### src/rtl/cache_line_mem_responder_if.sv
// Line-request bus between the cache controller (master) and its backing memory (slave).
interface cache_line_mem_responder_if #(
    parameter int ADDR_W = 6,
    parameter int DATA_W = 8
);
    logic              req;
    logic              req_we;
    logic [ADDR_W-1:0] req_addr;
    logic              wvalid;
    logic [DATA_W-1:0] wdata;
    logic              ack;
    logic              busy;
    logic              rvalid;
    logic [DATA_W-1:0] rdata;
    logic              rlast;
    logic              wr_done;

    modport master (
        output req, req_we, req_addr, wvalid, wdata,
        input  ack, busy, rvalid, rdata, rlast, wr_done
    );

    modport slave (
        input  req, req_we, req_addr, wvalid, wdata,
        output ack, busy, rvalid, rdata, rlast, wr_done
    );
endinterface

### src/rtl/cache_line_mem_responder.sv
// Backing-memory model behind the cache: whole-line fills after a fixed latency
// and whole-line write-backs under a valid strobe, with resettable storage.
module cache_line_mem_responder #(
    parameter int ADDR_W     = 6,
    parameter int DATA_W     = 8,
    parameter int LINE_WORDS = 4,
    parameter int LATENCY    = 3
) (
    input  logic                      clk,
    input  logic                      rst_n,
    cache_line_mem_responder_if.slave bus
);
    localparam int OFF   = $clog2(LINE_WORDS);
    localparam int LAT_W = (LATENCY > 1) ? $clog2(LATENCY) : 1;
    localparam int DEPTH = 1 << ADDR_W;

    localparam logic [ADDR_W-1:0] LINE_MASK = ~ADDR_W'(LINE_WORDS - 1);
    localparam logic [OFF-1:0]    LAST_BEAT = OFF'(LINE_WORDS - 1);
    localparam logic [LAT_W-1:0]  LAT_LAST  = LAT_W'(LATENCY - 1);

    typedef enum logic [1:0] {IDLE, WAIT, RBURST, WRITE} state_t;

    state_t            state;
    logic [DATA_W-1:0] mem [DEPTH];
    logic [ADDR_W-1:0] base_q;
    logic [OFF-1:0]    beat_q;
    logic [LAT_W-1:0]  lat_q;
    logic [ADDR_W-1:0] beat_addr;

    logic              ack_q;
    logic              busy_q;
    logic              rvalid_q;
    logic [DATA_W-1:0] rdata_q;
    logic              rlast_q;
    logic              wr_done_q;

    // base_q is line-aligned, so OR-ing in the beat never crosses the line
    always_comb begin
        beat_addr = base_q | ADDR_W'(beat_q);
    end

    always_ff @(posedge clk or negedge rst_n) begin
        if (!rst_n) begin
            state     <= IDLE;
            mem       <= '{default: '0};
            base_q    <= '0;
            beat_q    <= '0;
            lat_q     <= '0;
            ack_q     <= 1'b0;
            busy_q    <= 1'b0;
            rvalid_q  <= 1'b0;
            rdata_q   <= '0;
            rlast_q   <= 1'b0;
            wr_done_q <= 1'b0;
        end else begin
            ack_q     <= 1'b0;
            wr_done_q <= 1'b0;
            case (state)
                IDLE: begin
                    busy_q   <= 1'b0;
                    rvalid_q <= 1'b0;
                    rlast_q  <= 1'b0;
                    rdata_q  <= '0;
                    beat_q   <= '0;
                    lat_q    <= '0;
                    if (bus.req) begin
                        base_q <= bus.req_addr & LINE_MASK;
                        ack_q  <= 1'b1;
                        busy_q <= 1'b1;
                        state  <= bus.req_we ? WRITE : WAIT;
                    end
                end
                WAIT: begin
                    if (lat_q == LAT_LAST) begin
                        state    <= RBURST;
                        rvalid_q <= 1'b1;
                        rdata_q  <= mem[beat_addr];
                        beat_q   <= beat_q + OFF'(1);
                    end else begin
                        lat_q <= lat_q + LAT_W'(1);
                    end
                end
                RBURST: begin
                    rdata_q <= mem[beat_addr];
                    beat_q  <= beat_q + OFF'(1);
                    // Leave for IDLE while the final beat is on the bus so a new
                    // request can be taken at the edge that ends it.
                    if (beat_q == LAST_BEAT) begin
                        rlast_q <= 1'b1;
                        state   <= IDLE;
                    end
                end
                WRITE: begin
                    if (bus.wvalid) begin
                        mem[beat_addr] <= bus.wdata;
                        beat_q         <= beat_q + OFF'(1);
                        if (beat_q == LAST_BEAT) begin
                            state     <= IDLE;
                            busy_q    <= 1'b0;
                            wr_done_q <= 1'b1;
                        end
                    end
                end
                default: state <= IDLE;
            endcase
        end
    end

    assign bus.ack     = ack_q;
    assign bus.busy    = busy_q;
    assign bus.rvalid  = rvalid_q;
    assign bus.rdata   = rdata_q;
    assign bus.rlast   = rlast_q;
    assign bus.wr_done = wr_done_q;
endmodule

### src/flat_wrapper.sv
// flat-port wrapper written by rule: the top's interface ports become plain ports
module cache_line_mem_responder_flat 
#(
    parameter int ADDR_W     = 6,
    parameter int DATA_W     = 8,
    parameter int LINE_WORDS = 4,
    parameter int LATENCY    = 3
)
  (clk, rst_n, bus_req, bus_req_we, bus_req_addr, bus_wvalid, bus_wdata, bus_ack, bus_busy, bus_rvalid, bus_rdata, bus_rlast, bus_wr_done);
  cache_line_mem_responder_if #(.ADDR_W(ADDR_W), .DATA_W(DATA_W)) bus_i ();
  input  logic clk;
  input  logic rst_n;
  input wire logic [$bits(bus_i.req)-1:0] bus_req;
  input wire logic [$bits(bus_i.req_we)-1:0] bus_req_we;
  input wire logic [$bits(bus_i.req_addr)-1:0] bus_req_addr;
  input wire logic [$bits(bus_i.wvalid)-1:0] bus_wvalid;
  input wire logic [$bits(bus_i.wdata)-1:0] bus_wdata;
  output wire logic [$bits(bus_i.ack)-1:0] bus_ack;
  output wire logic [$bits(bus_i.busy)-1:0] bus_busy;
  output wire logic [$bits(bus_i.rvalid)-1:0] bus_rvalid;
  output wire logic [$bits(bus_i.rdata)-1:0] bus_rdata;
  output wire logic [$bits(bus_i.rlast)-1:0] bus_rlast;
  output wire logic [$bits(bus_i.wr_done)-1:0] bus_wr_done;
  assign bus_i.req = bus_req;
  assign bus_i.req_we = bus_req_we;
  assign bus_i.req_addr = bus_req_addr;
  assign bus_i.wvalid = bus_wvalid;
  assign bus_i.wdata = bus_wdata;
  assign bus_ack = bus_i.ack;
  assign bus_busy = bus_i.busy;
  assign bus_rvalid = bus_i.rvalid;
  assign bus_rdata = bus_i.rdata;
  assign bus_rlast = bus_i.rlast;
  assign bus_wr_done = bus_i.wr_done;
  cache_line_mem_responder #(.ADDR_W(ADDR_W), .DATA_W(DATA_W), .LINE_WORDS(LINE_WORDS), .LATENCY(LATENCY)) u_core (.clk(clk), .rst_n(rst_n), .bus(bus_i));
endmodule
### config.mk
export PLATFORM = sky130hd
export DESIGN_NAME = cache_line_mem_responder_flat
export DESIGN_NICKNAME = d
export VERILOG_FILES = /design/src/rtl/cache_line_mem_responder_if.sv /design/src/rtl/cache_line_mem_responder.sv /design/src/flat_wrapper.sv
export SDC_FILE = /design/constraint.sdc
export NUM_CORES = 1
export LEC_CHECK = 0
export CAP_MARGIN = 20
export CORE_MARGIN = 2
export CORE_UTILIZATION = 40
export DETAILED_ROUTE_END_ITERATION = 10
export PLACE_DENSITY = 0.51
export SLEW_MARGIN = 20
export SYNTH_ARGS = -nofsm -noshare
export SYNTH_HDL_FRONTEND = slang
export SYNTH_SLANG_ARGS = --single-unit
### constraint.sdc
create_clock -name clk -period 6.88 [get_ports clk]
set_clock_uncertainty 0.2 [all_clocks]
set_input_delay 1.376 -clock clk [delete_from_list [all_inputs] [get_ports clk]]
set_output_delay 1.376 -clock clk [all_outputs]
set_load 0.01 [all_outputs]
==> run_results.csv <==
group,metric,value,unit
status,status,"completed",
power_and_ir_drop,p_leak,12.6,nW
layout,seqCellArea,0.0134,mm^2
placement,portBuffers,29,
flow_run,cap_violations,0,
critical_path,reg2reg_depth,8,
yosys,async_flop_share,1.00,
die,die_w,252,um
critical_path,cp_max_fo,8,
layout,fillers,5446,
drt,wl_per_cell,25.1,um
timing,fmax,0.275,GHz
clock_network,post-cts-setup-buffers,0,
drt,vias,15200,
timing,maxSlewViolCount,0,
hold_path,hold_class,"flop to flop",
layout,mostFrequentLayoutCell,"dfrtp_1",
timing,worst_pin_slew,1130,ps
placement,dp_hpwl,38300,um
global_routing,grt_util_met2,0.329,
clock_network,clk_path_buf_depth,3,
die,num_rows,90,
die,die_height,252,um
critical_path,required,7180,ps
global_routing,grt_first_pass_wirelength,99900,um
layout,drive_gt1_frac,0.389,
drt,drt_iter0_drc,812,
clock_network,clk_latency,620,ps
timing,hold_viol_final,0,
die,io_pins,32,
timing,slew_headroom,0.246,
yosys,syn-num-nets,1842,
global_routing,gr-max-usage-layer,"met2",
power_and_ir_drop,power_density,378,mW/mm^2
clock_network,postCtsHoldBufs,0,
yosys,yosysUniqueCellTypes,54,
clock_network,numClockSinks,535,
hold_path,hold_start,"u_core.lat_q[0]$_DFFE_PN0P_",
drt,viasPerCell,5.80,
clock_network,postCtsResizedCells,0,
timing,setup_viol,0,
timing,rsz0062_at_grt,"no",
layout,syn_to_final_growth,10.9,%
drt,ant_nets,0,
layout,multi_input_area,0.0106,mm^2
die,start_util,0.407,
yosys,synth_edf_count,0,
critical_path,crit_type,"primary input to flop",
yosys,synth_seq_area_share,0.543,
yosys,synth_seq_cells,535,
critical_path,crit_arrival,3940,ps
layout,nNetsFinal,1806,
die,design.die.area,0.0636,mm^2
timing,fin_hold_ws,267,ps
yosys,netlist_area,0.0246,mm^2
clock_network,cts_tree,"built",
drt,routed_wl,65600,um
critical_path,setup.worst_path.end_class,"flop",
timing,setup_tns,0,ps
layout,num_antenna_cells,0,
critical_path,r2r_start,"u_core.base_q[2]$_DFFE_PN0P_",
hold_path,hold_end,"u_core.lat_q[0]$_DFFE_PN0P_",
critical_path,r2r-end,"u_core.bus.rdata[0]$_DFFE_PN0P_",
timing,min_period_over_period,0.529,
global_routing,grt_start_max_net_pins,156,
power_and_ir_drop,ir_drop,0.250,mV
critical_path,startpoint_type,"primary input",
clock_network,clk_pin_slew_worst_paths,60,ps
global_routing,use_met1,0.286,
global_routing,grt_usage,0.209,
global_routing,grt_pass1_vias,15900,
global_routing,antenna_found_initial,0,
global_routing,grt_overflow,0,
drt,firstDrtPassIters,5,
clock_network,cts_root_buf,"clkbuf_16",
clock_network,cts_inserted_buffers,57,
drt,drc_errors,0,
timing,period_minus_slack,3640,ps
clock_network,h-tree-depth,2,
critical_path,regToRegSetupSlack,3250,ps
layout,mostFrequentLayoutCells,"dfrtp_1 (534), mux2_2 (507), mux2i_1 (128)",
yosys,netlist_instances,1817,
yosys,syn_area_per_cell,13.6,um^2
placement,place.gp.congestion,0.801,
die,core_area,0.0606,mm^2
yosys,yosys_warnings,0,
yosys,synthFlopType,"dfrtp_1",
global_routing,gr-usage-met3,0.0404,
hold_path,hold_depth,1,
## cells in the mapped netlist (7+ instances only)
| master | instances | area share |
|---|---|---|
| a211o_1 | 7 | 0.0025 |
| a21oi_1 | 9 | 0.0018 |
| a221oi_1 | 98 | 0.035 |
| a22o_1 | 23 | 0.0082 |
| a22oi_1 | 29 | 0.0088 |
| a31oi_1 | 8 | 0.0020 |
| buf_1 | 13 | 0.0020 |
| buf_2 | 43 | 0.0087 |
| buf_6 | 9 | 0.0041 |
| clkbuf_1 | 78 | 0.012 |
| dfrtp_1 | 535 | 0.54 |
| mux2_1 | 9 | 0.0041 |
| mux2_2 | 507 | 0.23 |
| mux2i_1 | 128 | 0.052 |
| nand2_1 | 23 | 0.0035 |
| nand3_1 | 7 | 0.0014 |
| nor2_1 | 21 | 0.0032 |
| nor2_2 | 60 | 0.015 |
| nor2_4 | 7 | 0.0032 |
| nor2b_1 | 7 | 0.0018 |
| o21ai_0 | 23 | 0.0047 |
| o21ai_1 | 19 | 0.0039 |
| o221ai_1 | 7 | 0.0025 |
| o22a_1 | 30 | 0.011 |
| o22ai_1 | 33 | 0.0084 |
| or3_1 | 14 | 0.0036 |
## layout make-up
class	instances	share of cell area
flip-flops and latches	535	0.490
multi-input cells	1128	0.386
clock buffers	94	0.0662
well taps	782	0.0358
repair buffers	52	0.0170
clock inverters	12	0.00325
inverters	7	0.000962
## state kept, by name (all words and copies together), names as in the netlist, 2 cells and up
name and cells:
u_core.mem 512, u_core.state 2, u_core.base_q 4, u_core.lat_q 2
u_core.beat_q 2, u_core.bus.rdata 8
## critical path, stage by stage
cell,delay (ps)
clkdlybuf4s50_1,540
and3_1,300
nand2_1,620
nor2_2,690
mux2_2,400
## through the flow
step	power [mW]	cells	util	area (um^2)	setup slack [ps]
after floorplan	6.37	1817	-	24600	3950
final	10.3	2610	0.451	27300	3240
after detailed placement	7.30	2504	0.420	25400	2550
after global placement	7.22	2504	0.420	25400	2580
after CTS	10.4	2610	0.451	27300	3210
after global routing	10.9	2610	0.451	27300	3150
## where the power goes
part           total (mW)  internal (mW)  leakage, nW  switching [mW]
clock                3.08           1.82        0.946            1.27
sequential           4.21           3.81         7.40           0.395
combinational        3.03           1.21         4.27            1.82
## how the worst max path moves through the flow
stage,from,end,slack [ps]
after floorplan,bus_wvalid,u_core.mem[16]$_DFFE_PN0P_,3950
after global placement,bus_wvalid,u_core.mem[465]$_DFFE_PN0P_,2580
after detailed placement,bus_wvalid,u_core.mem[401]$_DFFE_PN0P_,2550
after CTS,bus_wvalid,u_core.mem[401]$_DFFE_PN0P_,3210
after global routing,bus_wvalid,u_core.mem[403]$_DFFE_PN0P_,3150
final,bus_wvalid,u_core.mem[145]$_DFFE_PN0P_,3240
## cell families after synthesis
| family | synth area share |
|---|---|
| AOI/OAI and AO/OA | 0.0956 |
| adders and majority gates | 0.00305 |
| buffers and inverters | 0.0290 |
| DFF | 0.543 |
| muxes | 0.288 |
| and+or+nand+nor | 0.0412 |
## routing by layer
layer  share of wire  up-vias  routed length (um)
met3           0.047      105                3070
met4           0.036        0                2360
met1            0.46     8032               29800
li1                -     6718                   -
met5               0        -                   0
met2            0.46      296               30300
Note: power is estimated with default switching activity, not from simulation.
